[config.mk]
export PLATFORM = sky130hd
export DESIGN_NAME = source_switch_mute
export DESIGN_NICKNAME = d
export VERILOG_FILES = /design/src/rtl/source_switch_mute.sv
export SDC_FILE = /design/constraint.sdc
export NUM_CORES = 1
export LEC_CHECK = 0
export BUFFER_PORTS_ARGS = -buffer_cell sky130_fd_sc_hd__buf_4
export CORE_UTILIZATION = 50
export CTS_CLUSTER_SIZE = 12
export DETAILED_ROUTE_END_ITERATION = 7
export HOLD_SLACK_MARGIN = 0.03
export PLACE_DENSITY = 0.84
export SYNTH_ARGS = -nofsm -noshare
export SYNTH_HDL_FRONTEND = slang
export SYNTH_SLANG_ARGS = --single-unit
[constraint.sdc]
create_clock -name clk -period 3.3 [get_ports clk]
set_input_delay 0.825 -clock clk [delete_from_list [all_inputs] [get_ports clk]]
set_output_delay 0.825 -clock clk [all_outputs]
set_load 0.1 [all_outputs]
[src/rtl/source_switch_mute.sv]
// Glitch-free source switch for a stereo audio stream: mutes the DAC while the
// upstream selection moves, swaps sources, then holds mute for a settle period.
module source_switch_mute #(
  parameter int DATA_WIDTH    = 24,
  parameter int SETTLE_FRAMES = 1024
) (
  input  logic                  clk,
  input  logic                  reset,
  input  logic                  selectionresult,
  input  logic                  selectionchanged,
  input  logic                  s0_valid,
  input  logic [DATA_WIDTH-1:0] s0_left,
  input  logic [DATA_WIDTH-1:0] s0_right,
  input  logic                  s1_valid,
  input  logic [DATA_WIDTH-1:0] s1_left,
  input  logic [DATA_WIDTH-1:0] s1_right,
  output logic                  out_valid,
  output logic [DATA_WIDTH-1:0] out_left,
  output logic [DATA_WIDTH-1:0] out_right,
  output logic                  mute,
  output logic                  active_source
);

  typedef enum logic [1:0] {
    ST_PLAY   = 2'd0,
    ST_MUTE   = 2'd1,
    ST_SWITCH = 2'd2,
    ST_SETTLE = 2'd3
  } state_t;

  localparam logic [15:0] SETTLE_LAST = 16'(SETTLE_FRAMES - 1);
  localparam logic [15:0] CNT_MAX     = 16'hFFFF;

  state_t                state_q, state_d;
  logic [15:0]           settle_cnt_q, settle_cnt_d;
  logic                  active_source_q, active_source_d;
  logic                  out_valid_q, out_valid_d;
  logic [DATA_WIDTH-1:0] out_left_q, out_left_d;
  logic [DATA_WIDTH-1:0] out_right_q, out_right_d;
  logic                  mute_q, mute_d;

  logic                  sel_valid;
  logic [DATA_WIDTH-1:0] sel_left;
  logic [DATA_WIDTH-1:0] sel_right;

  // Only the routed source is ever looked at; the other one is ignored entirely.
  always_comb begin
    sel_valid = active_source_q ? s1_valid : s0_valid;
    sel_left  = active_source_q ? s1_left  : s0_left;
    sel_right = active_source_q ? s1_right : s0_right;
  end

  // State register together with the FSM-owned counter and source select.
  always_ff @(posedge clk or negedge reset) begin
    if (!reset) begin
      state_q         <= ST_SETTLE;
      settle_cnt_q    <= '0;
      active_source_q <= 1'b0;
    end else begin
      state_q         <= state_d;
      settle_cnt_q    <= settle_cnt_d;
      active_source_q <= active_source_d;
    end
  end

  // Next-state logic.
  always_comb begin
    state_d         = state_q;
    settle_cnt_d    = settle_cnt_q;
    active_source_d = active_source_q;
    case (state_q)
      ST_PLAY: begin
        if (selectionchanged) state_d = ST_MUTE;
      end
      ST_MUTE: begin
        if (!selectionchanged) state_d = ST_SWITCH;
      end
      ST_SWITCH: begin
        active_source_d = selectionresult;
        settle_cnt_d    = '0;
        state_d         = ST_SETTLE;
      end
      ST_SETTLE: begin
        // A new selection change wins over finishing the settle count.
        if (selectionchanged) begin
          state_d = ST_MUTE;
        end else if (sel_valid) begin
          if (settle_cnt_q != CNT_MAX) settle_cnt_d = settle_cnt_q + 16'd1;
          if (settle_cnt_q == SETTLE_LAST) state_d = ST_PLAY;
        end
      end
      default: state_d = ST_SETTLE;
    endcase
  end

  // Output logic: one-clock latency in every state, zero data unless playing.
  always_comb begin
    out_valid_d = sel_valid;
    out_left_d  = out_left_q;
    out_right_d = out_right_q;
    mute_d      = (state_q != ST_PLAY);
    if (sel_valid) begin
      if (state_q == ST_PLAY) begin
        out_left_d  = sel_left;
        out_right_d = sel_right;
      end else begin
        out_left_d  = '0;
        out_right_d = '0;
      end
    end
  end

  always_ff @(posedge clk or negedge reset) begin
    if (!reset) begin
      out_valid_q <= 1'b0;
      out_left_q  <= '0;
      out_right_q <= '0;
      mute_q      <= 1'b1;
    end else begin
      out_valid_q <= out_valid_d;
      out_left_q  <= out_left_d;
      out_right_q <= out_right_d;
      mute_q      <= mute_d;
    end
  end

  assign out_valid     = out_valid_q;
  assign out_left      = out_left_q;
  assign out_right     = out_right_q;
  assign mute          = mute_q;
  assign active_source = active_source_q;

endmodule

# Word level (Yosys, flattened, before mapping)
# Cells that the tools add are included.
[totals] reg_bits=69 out_inout_bits=51 word_cells=40
[op_classes] n_addsub=1 n_eq_ne=12 muxes=15 n_reduce_logical=5
[op_table] op="$mux 24" count=4
[op_table] op="$mux 16" count=3
[op_table] op="$pmux 16 s2" count=1
[op_table] op="$add 16x1->16 const B" count=1
[op_table] op="$eq 16x10->1 const B" count=1
[op_table] op="$ne 16x16->1 const B" count=1
[op_table] op="$mux 2" count=5
[op_table] op="$ne 2x2->1 const B" count=5
[op_table] op="$pmux 2 s4" count=1
[op_table] op="$reduce_and 4->1" count=2
[op_table] op="$ne 3x3->1 const B" count=2
[op_table] op="$eq 2x2->1 const B" count=2
[op_table] op="$reduce_bool 2->1" count=2
[op_table] op="$eq 2x1->1 const B" count=1
[op_table] op="$logic_not 2->1" count=1
[op_table] op="$mux 1" count=1

# Logic depth before layout (Yosys ltp)
# Gate-level depths: netlist of run 1.
[logic_depth] depth_word=5 ltp_mapped=7

# Least setup slack after synthesis of run 1
# Ideal clock, no wire load.
[synth_path] path_kind="register to register" startpoint="register active_source_q, in the netlist active_source" endpoint="register settle_cnt_q[13]" arrival_ns=2.564 path_slack_ns=0.658 stages_incl_launch_ff=7 n_path_buf=1 synth_period_minus_slack_ns=2.642 path_cell_list="dfrtp_1 > buf_2 > mux2i_2 > o21a_1 > or4_1 > or3_1 > a21oi_1"
[synth_via] elab_chain_cells=3
[synth_rtl] item="from (decl)" line="36" source="logic active_source_q, active_source_d;"
[synth_rtl] item="from (signal assigned)" line="62" source="active_source_q <= active_source_d;"
[synth_rtl] item="$mux 1" line="48" source="sel_valid = active_source_q ? s1_valid : s0_valid;"
[synth_rtl] item="$ne 2x2->1 (no line)"
[synth_rtl] item="$reduce_and 4->1 (no line)"
[synth_rtl] item="to (signal assigned)" line="61" source="settle_cnt_q <= settle_cnt_d;"
[synth_rtl] item="to (decl)" line="35" source="logic [15:0] settle_cnt_q, settle_cnt_d;"
# Every way passes these cells.
# A chain may end at the register's enable or synchronous reset.

# Worst setup path after layout of run 1
[layout_path] startpoint="register state_q[1]" endpoint="register settle_cnt_q[11]"
[layout_via] elab_chain_cells=3
[layout_rtl] item="from (decl)" line="34" source="state_t state_q, state_d;"
[layout_rtl] item="from (signal assigned)" line="60" source="state_q <= state_d;"
[layout_rtl] item="$eq 2x2->1" line="71" source="case (state_q)"
[layout_rtl] item="$ne 2x2->1 (no line) / $reduce_bool 2->1 (equally long branches)"
[layout_rtl] item="$reduce_and 4->1 (no line)"
# Several ways; a longest one is shown, not always the timed one.

==> impl_metrics.ini, run 1 <==
[logic_synthesis]
synth_nets = 452
postSynthAreaPerCell_sq_um = 10.2
ys_ff_latch = 69
synth_cell_types = 38
yosys.area.top_type = dfrtp_1
netlist_instances = 344
synth_top_area_share_pct = 47.1
netlist_area_sq_um = 3500
synthTopCellsByArea = dfrtp_1 (47%), mux2i_1 (14%), o31ai_1 (10%)
yosys_warnings = 0
yosysSeqAreaShare_pct = 49.4

[hold_path]
hp-start = out_right[14]$_DFFE_PN0P_
hold_path.class = reg -> reg
whs_endpoint = out_right[14]$_DFFE_PN0P_
whs_path_depth = 2

[pwr]
swShare_pct = 56.8
p_sw_uw = 3330
p_seq_share_pct = 22.9
power.density_nw_per_um2 = 1180
p_leak_uw = 0.00245
ir_drop_v = 0.000716
p_int_uw = 2540
clkPwrFrac_pct = 14.8
p_comb_share_pct = 62.3

[sta]
period_share_pct = 75.3
min_period_ns = 2.48
slew_viol_final = 0
fin_setup_tns_ns = 0
fin_skew_ns = 0.00965
finalHoldViolations = 0
tightest_slew_ns = 0.846
maxSlewHeadroom_pct = 43.6
setup_viol = 0
rsz0062_at_grt = false
fmax_mhz = 403

[clocking]
cts_tree = yes
cts_setup_buffers = 0
clk_latency_ns = 0.35
cts_buffer_depth = 2
cts_resized = 0
clock-root-buffer = clkbuf_8
cts_max_level = 3
numCtsBuffers = 9
cts.reportedPaths.clkPinSlew_ns = 0.07
cts_sinks = 69
cts_hold_buf = 0

[grt]
gr-total-overflow = 0
grt_antenna_before_repair = 0
grt_max_degree = 81
track_usage_pct = 25.5
grt_pass1_vias = 3117
grt_pass1_wl_mm = 14.5

[floorplanning]
dieHeight_um = 85.7
die-area_sq_um = 7350
start_util_pct = 51.6
core.rowCount = 30
ios = 153
coreArea_sq_um = 6790
die_w_um = 85.7

[run_status]
status = finished, final reports clean

[setup_path]
cpPeakStageDelay_ns = 0.59
reg2reg_to = settle_cnt_q[11]$_DFFE_PN0P_
critPathBufInv = 0
cp-start-kind = flop
crit_arrival_ns = 2.75
crit_chain = ha_1 -> nand2b_1 -> o21a_1 -> or4_1 -> or3_1 -> a21oi_1
r2r_cells = 6
r2r_slack_ns = 0.82
reg2reg_from = state_q[1]$_DFFE_PN1P_
end_kind = flop
cp_max_fo = 11
cp_top_family = simple AND/OR/NAND/NOR gates
cpMaxStageDelayCell = or4_1
path_class = reg -> reg
required_ns = 3.56

[detailed_routing]
routedWlPerCell_um = 15.2
drc = 0
drt-pass1-iter-count = 5
avgViaCountPerCell = 5.44
antenna_left = 0
routed_wl_mm = 8.96
drt_first_iter_violations = 220
vias = 3207

[finish]
final_cell_mix = buf_4 (156), dfrtp_1 (65), nand2_1 (60), mux2i_1 (50), o31ai_1 (48)
diodes = 0
num-nets-final = 596
area_growth_pct = 41.9
post-route-util_pct = 73.2
drive_gt1_share_pct = 36.9
layout_commonest_cell = buf_4

[placed_design]
gp_congestion = 0.932
dpl.hpwl_mm = 6.57
portBuffers = 152

[run]
cap_violations = 0
[worst max-delay path by stage]
stage                                          from                      endpoint  slack [ns]  depth (start not counted)
final                        state_q[1]$_DFFE_PN1P_  settle_cnt_q[11]$_DFFE_PN0P_        0.82                          6
after global routing         state_q[0]$_DFFE_PN1P_  settle_cnt_q[11]$_DFFE_PN0P_        0.64                          6
after CTS                    state_q[1]$_DFFE_PN1P_  settle_cnt_q[11]$_DFFE_PN0P_        0.81                          6
after detailed placement           selectionchanged  settle_cnt_q[11]$_DFFE_PN0P_        0.78                          6
after global placement             selectionchanged  settle_cnt_q[13]$_DFFE_PN0P_        0.82                          6
after floorplan           active_source$_DFFE_PN0P_  settle_cnt_q[13]$_DFFE_PN0P_        0.66                          6
[power groups by stage]
stage          Clock [uW]  Sequential [uW]  Combinational (uW)
2_1_floorplan           0             3270                 929
3_3_place_gp            0             1340                3630
3_5_place_dp            0             1360                3670
4_1_cts               885             1350                3680
5_1_grt               924             1380                3820
6_report              870             1350                3660
[metal layers]
layer	part of all wire (%)	up-vias	global-route usage [%]
met1	40	1529	31.1
met5	0	-	0
li1	-	1528	-
met4	1.9	0	10.5
met3	6.8	19	6.26
met2	51	131	43.6
[cell type report]
class                           instances  area, sq um
Inverter                                6         22.5
Clock buffer                           11          151
Tap cell                               96          120
Multi-Input combinational cell        246         1670
Fill cell                             516         1820
Clock inverter                          5          106
Sequential cell                        69         1730
Timing Repair Buffer                  156         1170
[worst min-delay path, stage by stage, from the launching register on]
cell	delay [ns]
dfrtp_1	0.34
nand2_1	0.05
o31ai_1	0.05
[logic make-up after synthesis]
family | count (synthesis) | share of synthesized area [%]
and+or+nand+nor | 110 | 14.2
AOI/OAI and AO/OA | 71 | 14.4
DFF | 69 | 49.4
muxes | 52 | 15.0
buffers and inverters | 29 | 3.18
xor gates and xnor gates | 7 | 1.75
adders and majority gates | 6 | 2.14
[synth_stat cells]
master,count
nor4b_1,1
mux2i_1,50
o31ai_1,48
xnor2_1,6
nor3_1,5
a211oi_1,3
nor4_1,4
o21a_1,1
a31o_2,2
mux2_2,1
or4_1,1
clkbuf_1,17
nand2_1,60
o21ai_0,6
nor2_1,15
o221ai_1,1
nand2b_1,3
xor2_1,1
or2_2,2
nand3b_1,1
ha_1,6
and4b_1,1
nand4_1,5
nand3_1,5
o211ai_1,1
inv_1,6
a31oi_1,1
buf_1,4
or3_1,4
dfstp_2,3
dfrtp_1,66
a21oi_1,6
mux2i_2,1
nor2b_1,1
buf_2,2
a32oi_1,1
o21ai_1,1
and3_1,2
[flip-flops by register name, summed over array words and instances, names as in the netlist]
signal,count
out_left,24
out_right,24
settle_cnt_q,16
state_q,2
active_source,1
mute,1
out_valid,1
[per-stage QoR]
step / hold slack, ns / setup WS, ns / power [uW] / instances / cell area (sq um)
finish: 0.477 / 0.817 / 5870 / 589 / 4970
CTS: 0.483 / 0.811 / 5910 / 589 / 4970
global route: 0.498 / 0.641 / 6120 / 589 / 4970
detailed placement: 0.467 / 0.775 / 5030 / 573 / 4720
global placement: 0.462 / 0.820 / 4970 / 573 / 4720
floorplan: 0.476 / 0.658 / 4200 / 344 / 3500
No activity file was read; power rests on OpenSTA's default activity.
==> run 2, diff against run 1 <==
--- a/config.mk
+++ b/config.mk
@@ -6,11 +6,11 @@
 export NUM_CORES = 1
 export LEC_CHECK = 0
 export BUFFER_PORTS_ARGS = -buffer_cell sky130_fd_sc_hd__buf_4
-export CORE_UTILIZATION = 50
+export CORE_UTILIZATION = 48
 export CTS_CLUSTER_SIZE = 12
 export DETAILED_ROUTE_END_ITERATION = 7
 export HOLD_SLACK_MARGIN = 0.03
-export PLACE_DENSITY = 0.84
+export PLACE_DENSITY = 0.81
 export SYNTH_ARGS = -nofsm -noshare
 export SYNTH_HDL_FRONTEND = slang
 export SYNTH_SLANG_ARGS = --single-unit
==> constraint.sdc (replaced) <==
create_clock -name clk -period 2.6 [get_ports clk]
set_input_delay 0.65 -clock clk [delete_from_list [all_inputs] [get_ports clk]]
set_output_delay 0.65 -clock clk [all_outputs]
set_load 0.1 [all_outputs]
==> run 2 against run 1 <==
Effect of this change: clock power is 14% higher; clock skew grew 0.0024 ns; first-iteration DRC count shrank 32%; sequential power up 26%; count of clock-buffer cells in the layout stayed put; via count is 2.0% lower; hold slack got worse by 0.20 ns; global-route usage decreased by 2.5 points; utilization fell by 1.3 points; non-clock buffer count is 2 higher; routed wire length decreased by 3.8%; die area grew 4.1%; largest cell class unchanged; highest routed layer unchanged.
==> impl_metrics.ini, run 2 (synthesized netlist as in run 1, its figures left out) <==
[run_status]
status = finished, final reports clean

[clocking]
cts_resized = 0
cts_tree = yes
cts.reportedPaths.clkPinSlew_ns = 0.08
numCtsBuffers = 9
clk_latency_ns = 0.34
clock-root-buffer = clkbuf_8
cts_hold_buf = 0
cts_setup_buffers = 0
cts_buffer_depth = 2
cts_max_level = 3
cts_sinks = 69

[grt]
grt_pass1_wl_mm = 13.3
gr-total-overflow = 0
grt_max_degree = 98
grt_pass1_vias = 2949
track_usage_pct = 23.0
grt_antenna_before_repair = 0

[finish]
stdcell_area_sq_um = 4960
layout_commonest_cell = buf_4
area_growth_pct = 41.7
post-route-util_pct = 71.9
final_cell_mix = buf_4 (158), dfrtp_1 (65), nand2_1 (60), mux2i_1 (50), o31ai_1 (48)
num-nets-final = 598
diodes = 0
drive_gt1_share_pct = 37.2
fill_cells = 549

[placed_design]
place_area_sq_um = 4730
portBuffers = 152
gp_congestion = 0.954
dpl.hpwl_mm = 6.37

[detailed_routing]
routed_wl_mm = 8.62
routedWlPerCell_um = 14.6
drt-pass1-iter-count = 4
drc = 0
antenna_left = 0
avgViaCountPerCell = 5.32
drt_first_iter_violations = 149
vias = 3144

[pwr]
power.density_nw_per_um2 = 1470
p_sw_uw = 4190
ir_drop_v = 0.000911
swShare_pct = 57.3
p_seq_share_pct = 23.3
p_comb_share_pct = 63.2
p_int_uw = 3130
p_leak_uw = 0.00245
clkPwrFrac_pct = 13.6

[floorplanning]
core.rowCount = 30
ios = 153
dieHeight_um = 87.4
die-area_sq_um = 7650
die_w_um = 87.4
start_util_pct = 50.7
coreArea_sq_um = 6910

[sta]
tightest_slew_ns = 0.879
slew_viol_final = 0
setup_viol = 0
period_share_pct = 96.5
fin_skew_ns = 0.0120
fin_setup_tns_ns = 0
rsz0062_at_grt = false
finalHoldViolations = 0
fmax_mhz = 399
min_period_ns = 2.51
maxSlewHeadroom_pct = 41.4

[setup_path]
r2r_cells = 7
crit_start = active_source$_DFFE_PN0P_
r2r_slack_ns = 0.28
cp-start-kind = flop
cp.depth = 2
cp-endpoint = active_source
cpPeakStageDelay_ns = 0.62
reg2reg_to = settle_cnt_q[13]$_DFFE_PN0P_
cp_top_family = buffers and inverters
required_ns = 1.95
cpMaxStageDelayCell = buf_4
reg2reg_from = state_q[0]$_DFFE_PN1P_
crit_chain = buf_4 -> buf_4
cp_max_fo = 46
end_kind = output port
path_class = reg -> out
cp_common_cell = buf_4
crit_arrival_ns = 1.86
critPathBufInv = 2

[hold_path]
hold_path.class = in -> async

[run]
cap_violations = 0
[run 2: cell count changes in the layout (fill, tap and decap cells not counted), sizes merged]
cell,change
inv,+1
bufinv,-1
buf,+2
[run 2: layout make-up]
type | count | area (sq um) | share of cell area [%]
Clock buffer | 11 | 151 | 3.05
Clock inverter | 5 | 81.3 | 1.64
Inverter | 6 | 22.5 | 0.454
Multi-Input combinational cell | 246 | 1670 | 33.7
Sequential cell | 69 | 1730 | 34.9
Tap cell | 96 | 120 | 2.42
Timing Repair Buffer | 158 | 1190 | 23.9
[run 2: power by group through the flow]
| stage | sequential [uW] | combinational (uW) | clock (uW) |
|---|---|---|---|
| floorplan | 4160 | 1180 | 0 |
| global placement | 1710 | 4600 | 0 |
| detailed placement | 1720 | 4650 | 0 |
| CTS | 1700 | 4650 | 1020 |
| global route | 1750 | 4820 | 1060 |
| finish | 1700 | 4620 | 994 |
[run 2: worst reg2reg max path, delay by kind of cell, from the launching register on]
family / cells / cell delay [ns]
adders and majority gates: 1 / 0.21
and+or+nand+nor: 3 / 1.14
AOI/OAI and AO/OA: 2 / 0.34
DFF: 1 / 0.38
buffers and inverters: 1 / 0.17
[run 2: worst min path at each step]
stage                               from                          end  depth (start not counted)  slack [ns]
2_1_floorplan                      reset    active_source$_DFFE_PN0P_                          0        0.35
3_3_place_gp     out_left[7]$_DFFE_PN0P_      out_left[7]$_DFFE_PN0P_                          2        0.46
3_5_place_dp   out_right[19]$_DFFE_PN0P_    out_right[19]$_DFFE_PN0P_                          2        0.47
4_1_cts                            reset     out_left[11]$_DFFE_PN0P_                          1        0.30
5_1_grt                            reset     out_left[18]$_DFFE_PN0P_                          1        0.32
6_report                           reset  settle_cnt_q[6]$_DFFE_PN0P_                          1        0.27
[run 2: layer usage]
metal	vias up	wire, um	global-route usage, %
met5	-	0	0
met4	0	150	9.54
met3	13	544	5.12
met2	124	4470	39.8
met1	1470	3460	27.8
li1	1537	-	-
[run 2: metrics by stage]
stage | total power (uW) | hold WS (ns) | setup WS (ns) | std cells
5_1_grt | 7630 | 0.317 | 0.000747 | 591
3_5_place_dp | 6370 | 0.467 | 0.243 | 575
2_1_floorplan | 5340 | 0.354 | 0.246 | 344
4_1_cts | 7370 | 0.297 | 0.0259 | 591
3_3_place_gp | 6310 | 0.461 | 0.287 | 575
6_report | 7320 | 0.272 | 0.0916 | 591
